<file path="src/rtl/wb_tg_pkg.sv">
// Shared definitions for the Wishbone burst traffic generator.
//   - CTI / BTE encodings used on the initiator side
//   - FSM state encoding
//   - pat()         : address-derived test word
//   - bte_for_len() : burst type extension for a given burst length
package wb_tg_pkg;

  localparam logic [2:0] CTI_CLASSIC = 3'b000;
  localparam logic [2:0] CTI_INC     = 3'b010;
  localparam logic [2:0] CTI_EOB     = 3'b111;

  localparam logic [1:0] BTE_LINEAR  = 2'b00;
  localparam logic [1:0] BTE_WRAP4   = 2'b01;
  localparam logic [1:0] BTE_WRAP8   = 2'b10;
  localparam logic [1:0] BTE_WRAP16  = 2'b11;

  typedef enum logic [2:0] {
    ST_IDLE, ST_WR, ST_WR_GAP, ST_RD, ST_RD_GAP, ST_DONE
  } tg_state_e;

  // Only the low 16 address bits feed the pattern.
  function automatic logic [31:0] pat(input logic [15:0] a, input logic [31:0] seed);
    return {a, ~a} ^ seed;
  endfunction

  function automatic logic [1:0] bte_for_len(input int len);
    case (len)
      4:       return BTE_WRAP4;
      8:       return BTE_WRAP8;
      16:      return BTE_WRAP16;
      default: return BTE_LINEAR;
    endcase
  endfunction

endpackage

</file>
<file path="src/rtl/wb_tg_checker.sv">
// Read-back checker: compares each accepted read word against the expected
// pattern, keeps a saturating mismatch count and latches the first bad address.
// Ports:
//   clk, rst_n      clock / async active-low reset
//   clr             clears count and captured address (new test)
//   chk_en          a read beat is being accepted this cycle
//   adr, dat_i      address and data of that beat
//   err_cnt         mismatch count, saturating
//   first_err_adr   address of the first mismatch
module wb_tg_checker
  import wb_tg_pkg::*;
#(
  parameter logic [31:0] SEED = 32'h0
) (
  input  logic        clk,
  input  logic        rst_n,
  input  logic        clr,
  input  logic        chk_en,
  input  logic [29:0] adr,
  input  logic [31:0] dat_i,
  output logic [15:0] err_cnt,
  output logic [29:0] first_err_adr
);

  logic mis;
  assign mis = chk_en && (dat_i != pat(adr[15:0], SEED));

  always_ff @(posedge clk or negedge rst_n) begin
    if (!rst_n) begin
      err_cnt       <= '0;
      first_err_adr <= '0;
    end else if (clr) begin
      err_cnt       <= '0;
      first_err_adr <= '0;
    end else if (mis) begin
      if (err_cnt == 16'h0)    first_err_adr <= adr;
      if (err_cnt != 16'hFFFF) err_cnt       <= err_cnt + 16'h1;
    end
  end

endmodule

</file>
<file path="src/rtl/wb_burst_initiator.sv">
// Wishbone B3 burst master used for memory self-test / traffic generation.
// Writes pat(adr) over NR_BURSTS bursts of BURST_LEN beats starting at
// ADR_BASE, reads the region back and checks every word.
// Ports:
//   wb_clk, wb_rst        clock / async active-low reset
//   start                 one-cycle pulse, ignored while busy
//   wbm_*                 Wishbone initiator port
//   busy, done, pass      test status
//   timeout               sticky, set when a slave stalls for TIMEOUT cycles
//   err_cnt               saturating mismatch count
//   first_err_adr         address of the first mismatch
module wb_burst_initiator
  import wb_tg_pkg::*;
#(
  parameter logic [29:0] ADR_BASE  = 30'h0,
  parameter int          BURST_LEN = 4,
  parameter int          NR_BURSTS = 16,
  parameter logic [31:0] SEED      = 32'h0,
  parameter int          TIMEOUT   = 1024
) (
  input  logic        wb_clk,
  input  logic        wb_rst,
  input  logic        start,
  output logic [29:0] wbm_adr_o,
  output logic [31:0] wbm_dat_o,
  output logic [3:0]  wbm_sel_o,
  output logic [2:0]  wbm_cti_o,
  output logic [1:0]  wbm_bte_o,
  output logic        wbm_we_o,
  output logic        wbm_cyc_o,
  output logic        wbm_stb_o,
  input  logic [31:0] wbm_dat_i,
  input  logic        wbm_ack_i,
  output logic        busy,
  output logic        done,
  output logic        pass,
  output logic        timeout,
  output logic [15:0] err_cnt,
  output logic [29:0] first_err_adr
);

  localparam int BEAT_W  = (BURST_LEN > 1) ? $clog2(BURST_LEN) : 1;
  localparam int BURST_W = $clog2(NR_BURSTS + 1);
  localparam int WD_W    = $clog2(TIMEOUT + 1);

  tg_state_e          state, nxt;
  logic [BEAT_W-1:0]  beat_cnt;
  logic [BURST_W-1:0] burst_cnt;
  logic [WD_W-1:0]    wd_cnt;
  logic               timeout_q;
  logic               active, ack, last_beat, wd_expire, go, in_gap;
  logic [29:0]        cur_adr;

  // Bus outputs are decoded from the state register, so an async reset
  // drops cyc/stb in the same cycle.
  assign active    = (state == ST_WR) || (state == ST_RD);
  assign in_gap    = (state == ST_WR_GAP) || (state == ST_RD_GAP);
  assign ack       = active && wbm_ack_i;
  assign last_beat = (beat_cnt == BEAT_W'(BURST_LEN - 1));
  assign wd_expire = active && !wbm_ack_i && (wd_cnt == WD_W'(TIMEOUT - 1));
  assign go        = start && ((state == ST_IDLE) || (state == ST_DONE));
  assign cur_adr   = ADR_BASE + 30'(burst_cnt) * 30'(BURST_LEN) + 30'(beat_cnt);

  assign timeout = timeout_q;
  assign pass    = done && (err_cnt == 16'h0) && !timeout_q;

  always_ff @(posedge wb_clk or negedge wb_rst) begin
    if (!wb_rst) state <= ST_IDLE;
    else         state <= nxt;
  end

  always_comb begin
    nxt       = state;
    busy      = 1'b0;
    done      = 1'b0;
    wbm_cyc_o = 1'b0;
    wbm_stb_o = 1'b0;
    wbm_we_o  = 1'b0;
    wbm_sel_o = 4'h0;
    wbm_adr_o = '0;
    wbm_dat_o = '0;
    wbm_cti_o = CTI_CLASSIC;
    wbm_bte_o = BTE_LINEAR;
    case (state)
      ST_IDLE: if (go) nxt = ST_WR;
      ST_DONE: begin
        done = 1'b1;
        if (go) nxt = ST_WR;
      end
      ST_WR, ST_RD: begin
        busy      = 1'b1;
        wbm_cyc_o = 1'b1;
        wbm_stb_o = 1'b1;
        wbm_sel_o = 4'hF;
        wbm_we_o  = (state == ST_WR);
        wbm_adr_o = cur_adr;
        wbm_dat_o = (state == ST_WR) ? pat(cur_adr[15:0], SEED) : 32'h0;
        if (BURST_LEN > 1) begin
          wbm_cti_o = last_beat ? CTI_EOB : CTI_INC;
          wbm_bte_o = bte_for_len(BURST_LEN);
        end
        if (wd_expire)
          nxt = ST_DONE;
        else if (ack && last_beat)
          nxt = (state == ST_WR) ? ST_WR_GAP : ST_RD_GAP;
      end
      ST_WR_GAP: begin
        busy = 1'b1;
        nxt  = (burst_cnt < BURST_W'(NR_BURSTS)) ? ST_WR : ST_RD;
      end
      ST_RD_GAP: begin
        busy = 1'b1;
        nxt  = (burst_cnt < BURST_W'(NR_BURSTS)) ? ST_RD : ST_DONE;
      end
      default: nxt = ST_IDLE;
    endcase
  end

  always_ff @(posedge wb_clk or negedge wb_rst) begin
    if (!wb_rst) begin
      beat_cnt  <= '0;
      burst_cnt <= '0;
      wd_cnt    <= '0;
      timeout_q <= 1'b0;
    end else if (go) begin
      beat_cnt  <= '0;
      burst_cnt <= '0;
      wd_cnt    <= '0;
      timeout_q <= 1'b0;
    end else begin
      if (ack) begin
        wd_cnt   <= '0;
        beat_cnt <= last_beat ? '0 : beat_cnt + BEAT_W'(1);
        if (last_beat) burst_cnt <= burst_cnt + BURST_W'(1);
      end else if (wd_expire) begin
        wd_cnt    <= '0;
        timeout_q <= 1'b1;
      end else if (active) begin
        wd_cnt <= wd_cnt + WD_W'(1);
      end
      // Burst count rolls over between the write and read phases.
      if (in_gap && (burst_cnt == BURST_W'(NR_BURSTS))) burst_cnt <= '0;
    end
  end

  wb_tg_checker #(.SEED(SEED)) u_chk (
    .clk           (wb_clk),
    .rst_n         (wb_rst),
    .clr           (go),
    .chk_en        (ack && (state == ST_RD)),
    .adr           (cur_adr),
    .dat_i         (wbm_dat_i),
    .err_cnt       (err_cnt),
    .first_err_adr (first_err_adr)
  );

endmodule

</file>
<file path="config.mk">
export PLATFORM = sky130hd
export DESIGN_NAME = wb_burst_initiator
export DESIGN_NICKNAME = d
export VERILOG_FILES = /design/src/rtl/wb_tg_pkg.sv /design/src/rtl/wb_tg_checker.sv /design/src/rtl/wb_burst_initiator.sv
export SDC_FILE = /design/constraint.sdc
export NUM_CORES = 1
export LEC_CHECK = 0
export CAP_MARGIN = 20
export CORE_MARGIN = 1.5
export CORE_UTILIZATION = 30
export DETAILED_ROUTE_END_ITERATION = 10
export PLACE_DENSITY = 0.69
export SYNTH_ARGS = -nofsm -noshare
export SYNTH_HDL_FRONTEND = slang
export SYNTH_HIERARCHICAL = 1
export SYNTH_SLANG_ARGS = --single-unit
</file>
<file path="constraint.sdc">
create_clock -name wb_clk -period 6.9 [get_ports wb_clk]
set_clock_uncertainty 0.05 [all_clocks]
set_input_delay 1.725 -clock wb_clk [delete_from_list [all_inputs] [get_ports wb_clk]]
set_output_delay 1.725 -clock wb_clk [all_outputs]
set_load 0.02 [all_outputs]
</file>
==> results of run 1 <==
==> cells by family after synthesis <==
family                     synth area share (%)
xor gates and xnor gates                  6.401
other                                   0.08305
AOI/OAI and AO/OA                         7.980
adders and majority gates                 1.912
and+or+nand+nor                           25.60
buffers and inverters                     11.67
muxes                                     8.673
DFF                                       37.68
==> flip-flops by register name (all words and copies together), names as in the netlist <==
| register | count |
|---|---|
| timeout | 1 |
| u_chk/first_err_adr | 30 |
| u_chk/err_cnt | 16 |
| wd_cnt | 11 |
| state | 3 |
| beat_cnt | 2 |
| burst_cnt | 5 |
==> power breakdown <==
part           leakage, nW  switching (mW)  total, mW  internal [mW]
Sequential           0.910           0.129      0.620          0.492
Combinational         1.52           0.658       1.20          0.539
Clock                0.165           0.174      0.518          0.345
==> worst min-delay path, delay by kind of cell, from the launching register on <==
| kind | cells | cell delay [ps] |
|---|---|---|
| flops | 1 | 340 |
| mux | 1 | 70 |
| simple gates | 1 | 80 |
==> synthesized netlist by cell type, types with 2 or more instances <==
library cell,number
sky130_fd_sc_hd__dfrtp_1,68
sky130_fd_sc_hd__nor2_1,62
sky130_fd_sc_hd__buf_4,53
sky130_fd_sc_hd__mux2i_1,32
sky130_fd_sc_hd__a21oi_1,29
sky130_fd_sc_hd__nand2_1,20
sky130_fd_sc_hd__nand4_1,19
sky130_fd_sc_hd__xor2_1,17
sky130_fd_sc_hd__xnor2_1,16
sky130_fd_sc_hd__o31ai_1,14
sky130_fd_sc_hd__or4_1,14
sky130_fd_sc_hd__nand3_1,12
sky130_fd_sc_hd__and2_1,11
sky130_fd_sc_hd__clkbuf_1,11
sky130_fd_sc_hd__inv_1,9
sky130_fd_sc_hd__nor4_1,8
sky130_fd_sc_hd__nor2b_1,7
sky130_fd_sc_hd__or3_1,7
sky130_fd_sc_hd__ha_1,6
sky130_fd_sc_hd__nand2b_1,6
sky130_fd_sc_hd__o21ai_0,6
sky130_fd_sc_hd__and3_1,5
sky130_fd_sc_hd__nor3b_1,5
sky130_fd_sc_hd__and4_1,4
sky130_fd_sc_hd__buf_2,4
sky130_fd_sc_hd__mux2_4,4
sky130_fd_sc_hd__nor4_2,4
sky130_fd_sc_hd__nor3_1,3
sky130_fd_sc_hd__a31oi_1,2
sky130_fd_sc_hd__buf_6,2
sky130_fd_sc_hd__inv_2,2
sky130_fd_sc_hd__nand3b_1,2
==> through the flow <==
stage	total power, mW	cell area (sq um)	worst slack (ps)	util (%)
after global routing	2.476	6187	1907	42.41
after floorplan	1.365	4797	3397	-
after CTS	2.356	6167	2141	42.27
final	2.335	6187	2143	42.41
after detailed placement	1.826	5832	2430	39.97
after global placement	1.817	5832	2479	39.97
==> area by class of cell <==
| class | instances | share of cell area [%] |
|---|---|---|
| Tap cell | 184 | 3.721 |
| Sequential cell | 68 | 27.50 |
| Clock inverter | 3 | 1.112 |
| Clock buffer | 12 | 4.307 |
| Multi-Input combinational cell | 413 | 41.82 |
| Timing Repair Buffer | 129 | 20.87 |
| Inverter | 11 | 0.6673 |
==> how the worst max path moves through the flow <==
stage / startpoint / slack [ps] / to / depth (start not counted)
final: state[2] / 2140 / wbm_dat_o[22] / 6
after global routing: state[2] / 1910 / wbm_dat_o[16] / 6
after CTS: state[2] / 2140 / wbm_dat_o[16] / 6
after detailed placement: wbm_dat_i[0] / 2430 / u_chk/err_cnt[0] / 7
after global placement: wbm_ack_i / 2480 / u_chk/first_err_adr[0] / 8
after floorplan: state[0] / 3400 / wbm_cti_o[2] / 6
==> metal layers <==
metal  global-route usage (%)  vias to the layer above
met4                    5.481                        0
met5                        0                        -
met2                    23.59                      147
met3                    3.781                       14
met1                    20.56                     1783
li1                         -                     1902
==> summary by stage, run 1 <==
Status
The flow ran to the end, and the final reports show no timing, DRC or antenna violations.

Layout
In the layout the commonest cells are sky130_fd_sc_hd__clkdlybuf4s50_1, sky130_fd_sc_hd__conb_1, sky130_fd_sc_hd__dfrtp_1. The library cell used most frequently in the layout, excluding fill and tap cells, is sky130_fd_sc_hd__clkdlybuf4s50_1. The finished layout holds 820 standard cells, fillers aside. The number of diodes added for antenna fixing is 0. The post-route netlist has under 10% of its cells at a drive strength greater than 1. The filler cell count in the final layout is around 1400. The area used by sequential logic in the layout is ~1700 sq um. After the last flow step, the layout net total stands at ~670.

Summing all multi-input logic gate instances after layout gives 2587 sq um. The layout overhead on the synthesized area is 37.02%.

STA
The final number of hold-violating endpoints is 0. For the pin with the worst max-slew slack, the measured transition is 898.9 ps. The worst max-slew margin expressed relative to the limit is between 40 and 50%.

Hold is met by between 400 and 500 ps. For the finished layout, the period the worst path requires is about 4800 ps. The highest clock rate is around 210 MHz. The max-slew violation total from the final report is 0. Setup violations remaining at the end of the flow were counted as 0. The share of the cycle needed by the critical path after routing is 68.94%. The total negative slack for setup checks is 0 ps. Setup repair after global routing left no endpoint under its margin.

Logic synthesis
Dividing the synthesized area by the synthesized cell count gives 9.253 sq um. The post-synthesis cell area is roughly 4500 sq um. The total of flip-flops plus latches after synthesis is between 60 and 70.

The top cell type by area accounts for 37.68% of the synthesized area. In the synthesized netlist the dominant register cell turns out to be sky130_fd_sc_hd__dfrtp_1. The share of synthesized registers carrying an async set or reset is between 90% and 100%. Sequential cells were found to cover 37.68% of the synthesized design area. The number of enable flip-flop cells after synthesis is 0. The synthesized instance count is 488. The post-synthesis cell type count is 56. The Yosys step of the flow raised 6 warnings. Ranked by total cell area, the synthesized netlist is headed by sky130_fd_sc_hd__dfrtp_1, sky130_fd_sc_hd__buf_4, sky130_fd_sc_hd__mux2i_1, sky130_fd_sc_hd__nor2_1, sky130_fd_sc_hd__xor2_1.

The library cell occupying the most area in the post-synthesis netlist is sky130_fd_sc_hd__dfrtp_1.

Global route
In the global route stage, overall resource usage came out at 15.19%. The first global-routing pass estimated roughly 19000 um of wire. The number of antenna violations at the first check in global routing came to 0.

Entering global routing, the biggest net connects just under 70 pins. The via count of the first global-routing pass is 3573. The overflow left after global routing is 0.

Floorplan
The core box area is 14590 sq um. between 150 and 200 I/O pins were placed. The overall die area is approximately 16000 sq um.

The floorplan has 44 rows. The floorplan step set the die height to 125.7 um. From left edge to right edge, the die measures ~130 um. The starting density of the core is 30.95%.

Critical path
The reg-to-reg startpoint is state[2]. The buffering stage count on the worst path with inverters included is 3. The kind of end point of the critical path is an output port. Setup slack on the worst reg-to-reg path comes out at about 3600 ps. The signal on the critical path passes through nand2b_1 -> inv_1 -> nand2b_1 -> inv_2 -> and2_1 -> clkdlybuf4s50_1. The biggest cell delay along the critical path is around 600 ps.

The data required time of the worst path is 5120 ps. The library cell contributing the largest single delay on the critical path is sky130_fd_sc_hd__clkdlybuf4s50_1. The cell count of the worst reg-to-reg path is 9.

The category of the most critical setup path is reg -> out. The worst register-to-register path ends at u_chk/first_err_adr[8]. In this design, the largest share of critical-path delay is due to buffers and inverters. The cell with the most instances on the worst path is sky130_fd_sc_hd__nand2b_1. Along the worst path, the maximum fanout reaches 19. Data arrives at the worst endpoint at 2980 ps. The launching element type of the critical path is a flip-flop.

Drt
The wire length reported by the detailed router is about 12000 um. The detailed route wirelength on metal2 is 5451 um. The total via count after detailed routing is slightly below 4000. The number of DRC violations after detailed-routing iteration 0 is between 100 and 150.

In the final routing, the length of wire on met1 measures 5484 um. The detailed-route DRC error count is 0. The highest metal layer carrying signal wires in the routed design is met4. The routed wire length per instance is about 15 um. The first detailed-routing pass took 5 iterations.

The detail route stage leaves a number of antenna-violating nets equal to 0. The met3 wire length is just over 900 um. The number of vias per cell is ~4.7.

Run
Max-cap violations in this run came to 0.

Clock tree
Counting along the longest clock path gives a buffer depth of 2. The post-cts hold buffer count is 0. In this run, CTS created clock tree buffers numbering 9. For this design, the sink count on the clock tree is approximately 70.

The TritonCTS clock tree is done. Clock latency on the worst-skew pair, taken at its later pin, is around 330 ps. The post-CTS setup repair buffer count is 0. The number of levels in the clock H-tree is 3.

The number of gates resized after CTS was 0. The root buffer cell chosen for the clock tree is sky130_fd_sc_hd__clkbuf_16. The register clock-pin slew on the reported worst setup and hold paths is 60 ps.

Placed design
After detailed placement, the design holds a cell count of roughly 800. The final RePlAce weighted congestion is between 0.8 and 0.9. The post-DP HPWL is around 8400 um. In this run the tool buffered the top-level ports with roughly 130 buffer cells.

Worst hold path
The worst hold path begins at u_chk/first_err_adr[22]. The worst hold path endpoint is u_chk/first_err_adr[22]. Along the worst hold path, the cell count comes to 2.

The tightest min-delay check is of the reg -> reg type.

Pwr
Across the VDD grid, the largest voltage drop is 0.0001546 V. The total power divided by cell area is roughly 380 nW/um^2. In this run the static leakage power is 2.597 nW.
(Power assumes the default switching activity.)
==> run 2, diff against run 1 <==
--- a/config.mk
+++ b/config.mk
@@ -9,7 +9,7 @@
 export CORE_MARGIN = 1.5
 export CORE_UTILIZATION = 30
 export DETAILED_ROUTE_END_ITERATION = 10
-export PLACE_DENSITY = 0.69
+export PLACE_DENSITY = 0.71
 export SYNTH_ARGS = -nofsm -noshare
 export SYNTH_HDL_FRONTEND = slang
 export SYNTH_HIERARCHICAL = 1
==> constraint.sdc (replaced) <==
create_clock -name wb_clk -period 3.81 [get_ports wb_clk]
set_clock_uncertainty 0.05 [all_clocks]
set_input_delay 0.9525 -clock wb_clk [delete_from_list [all_inputs] [get_ports wb_clk]]
set_output_delay 0.9525 -clock wb_clk [all_outputs]
set_load 0.02 [all_outputs]
==> run 2 against run 1 <==
Core utilization rose by 0.11 points; sequential share of layout area fell by 0.072 points; cell count rose by 0.98%; non-clock buffer count rose by 8; critical path depth fell by 2; critical path type unchanged.
==> summary by stage, run 2 (same netlist as run 1, synthesis figures left out) <==
Critical path
The cell count of the worst reg-to-reg path is 10 (+1). The critical path starts at u_chk/err_cnt[0]. The kind of end point of the critical path is an output port. The data required time of the worst path came to 2810 ps (-2310 ps). The signal on the critical path passes through or4_1 -> nor4_1 -> and3_1 -> clkdlybuf4s50_1.

The worst setup path is launched from a flip-flop. The category of the most critical setup path is reg -> out. The startpoint identified for the worst register-to-register timing path is state[0]. The biggest cell delay along the critical path is 600 ps (about the same). The largest individual stage delay along the critical path comes from the cell sky130_fd_sc_hd__clkdlybuf4s50_1. The data arrival at the endpoint of the critical path is 2330 ps (-650 ps). The biggest fanout along the worst timing path was 7 (-12).

Layout
Leaving out fill and tap cells, the most frequent cell in the layout is sky130_fd_sc_hd__clkdlybuf4s50_1. The cell area after layout is 6203 sq um (+0.26%). The number of flip-flops in the largest register is 30 (unchanged). The area growth from synthesis to layout is 37.38%. The share of cells above drive strength 1 is 7.298% (+0.85 points). The largest registers in the layout are u_chk/first_err_adr: 30 flops, u_chk/err_cnt: 16 flops, wd_cnt: 11 flops. The multi-input logic area is 2587 sq um (unchanged). u_chk/first_err_adr holds more flip-flops than any other register. The number of nets at the end of the flow is 682 (+1.2%). The area used by sequential logic in the layout came to 1702 sq um (unchanged).

The number of cells in the finished layout apart from fillers is 828 (+0.98%). The filler cell count in the final layout is 1447 (+0.63%). The number of diodes added for antenna fixing was 0 (unchanged).

Leaving out fill and tap cells, the most frequent cells in the layout are sky130_fd_sc_hd__clkdlybuf4s50_1, sky130_fd_sc_hd__conb_1, sky130_fd_sc_hd__dfrtp_1.

Clock tree
The maximum buffer depth of the clock tree came to 2 (unchanged). The post-CTS setup repair buffer count came to 0 (unchanged). The post-cts sizing count is 0 (unchanged).

The total clock buffers created by CTS is 9 (unchanged). The number of levels in the clock H-tree is 3 (unchanged). The TritonCTS clock tree is done. The clock root buffer is sky130_fd_sc_hd__clkbuf_16.

The register clock-pin slew on the reported worst setup and hold paths is 60 ps (about the same). The insertion delay to the later sink of the worst-skew pair is 330 ps (about the same). The number of sinks on the clock net is 68 (unchanged). The post-cts hold buffer count came to 0 (unchanged).

Global route
The number of antenna violations at the first check in global routing is 0 (unchanged). The overflow left after global routing is 0 (unchanged). The maximum number of pins on one net before global-route repair is 37 (-46%).

The via count of the first global-routing pass was 3725 (+4.3%). The overall routing resource usage is 15.61% (+0.42 points). The first-pass GRT wire length is 19770 um (+3.1%).

STA
The worst max-slew margin expressed relative to the limit came to 42.38% (+2.3 points). Setup repair after global routing left no endpoint under its margin. The share of the cycle needed by the critical path after routing is 87.45%. The final number of hold-violating endpoints is 0 (unchanged). The highest clock rate is between 300 and 400 MHz. The transition time at the pin with the least slew margin is 861.2 ps (-37.71 ps).

The total negative slack for setup checks is 0 ps (unchanged). The max-slew violation total from the final report is 0 (unchanged). The final setup violation count was 0 (unchanged). The time the final worst path needs with I/O delays and setup is 3332 ps.

Floorplan
The die height came to 125.7 um (unchanged). The starting density of the core was 30.95% (unchanged). The overall die area came to 15800 sq um (unchanged). The I/O pin count is 160 (unchanged). The core box area came to 14590 sq um (unchanged).

The number of standard-cell rows in the floorplan is 44 (unchanged). The horizontal extent of the die is 125.7 um (unchanged).

Run
The max capacitance violation total is 0 (unchanged).

Pwr
The total power divided by cell area came to 668.0 nW/um^2 (+77%). The highest ir drop seen on vdd came to 0.0002865 V (+85%). The leakage power figure is 2.619 nW (+0.87%).

The overall power after layout is 4.144 mW (+77%).

Drt
The detailed route wirelength on metal2 is 5647 um (+3.6%). The detailed-route DRC error count is 0 (unchanged). The number of DRC violations after detailed-routing iteration 0 is 149 (+2.8%). The met3 wire length is 914 um (-1.6%). The number of vias per cell is 4.688 (about the same).

The wire length reported by the detailed router is 12240 um (+1.4%). The length of routed wiring on met1 is 5412 um (-1.3%). The total via count after detailed routing is 3882 (+0.94%). The routed wire length per instance is 14.78 um (+0.38%).

The count of nets left with antenna violations after detail routing is 0 (unchanged). The highest routing layer actually used is met4. The number of search-and-repair iterations in the first detailed-routing pass was 5 (unchanged).

Placed design
The final RePlAce weighted congestion came to 0.7920 (-1.1%). The quantity of I/O buffers inserted on ports is 126 (unchanged). The post-DP HPWL is 8729 um (+4.2%).

The post-place instance area came to 5899 sq um (+1.2%). The number of placed instances, taps included was 813 (+1.1%).

Worst hold path
The cell depth of the worst hold path is 2 (unchanged). The class of the worst hold path is reg -> reg. The startpoint of the tightest hold check path is u_chk/first_err_adr[24].

Status
The run finished with clean final reports.
## run 2: cell types whose count changed in the layout (fill, tap and decap cells not counted), sizes merged
cell / delta
clkbuf: +2
bufinv: -1
clkinv: -1
buf: +8
## run 2: path summary, 6_finish.rpt
path                                           end  slack, ps
hold reg to reg            u_chk/first_err_adr[24]        470
setup / recovery                              pass        480
min in group asynchronous         u_chk/err_cnt[3]        590
setup reg to reg            u_chk/first_err_adr[4]        840
max in group asynchronous  u_chk/first_err_adr[15]       2360
hold / removal             u_chk/first_err_adr[24]        470
## run 2: where the power goes
| group | switching [mW] | total (mW) | internal (mW) |
|---|---|---|---|
| Sequential | 0.234 | 1.12 | 0.891 |
| Clock | 0.296 | 0.853 | 0.557 |
| Combinational | 1.17 | 2.17 | 0.995 |
## run 2: metal layers
layer / global-route usage (%) / vias up
met5: 0 / -
met3: 4.291 / 16
met1: 20.04 / 1812
li1: - / 1908
met2: 25.06 / 146
met4: 6.016 / 0
## run 2: stage by stage
stage | utilization [%] | hold WS, ps | setup WS [ps]
after floorplan | - | 474.0 | 1058
after global placement | 40.44 | 455.6 | 458.4
after detailed placement | 40.44 | 465.5 | 352.2
after CTS | 42.52 | 478.4 | 462.3
after global routing | 42.52 | 506.6 | 327.0
final | 42.52 | 468.1 | 478.1
## run 2: critical path: cells and delay by family, from the launching register on
kind / cells / cell delay (ps)
buf+inv: 1 / 600
flops: 1 / 460
simple gates: 3 / 940
## run 2: layout make-up
cell class	count	share of cell area, %
Clock buffer	14	4.417
Clock inverter	1	0.4841
Inverter	11	0.6656
Multi-Input combinational cell	413	41.71
Sequential cell	68	27.43
Tap cell	184	3.711
Timing Repair Buffer	137	21.58
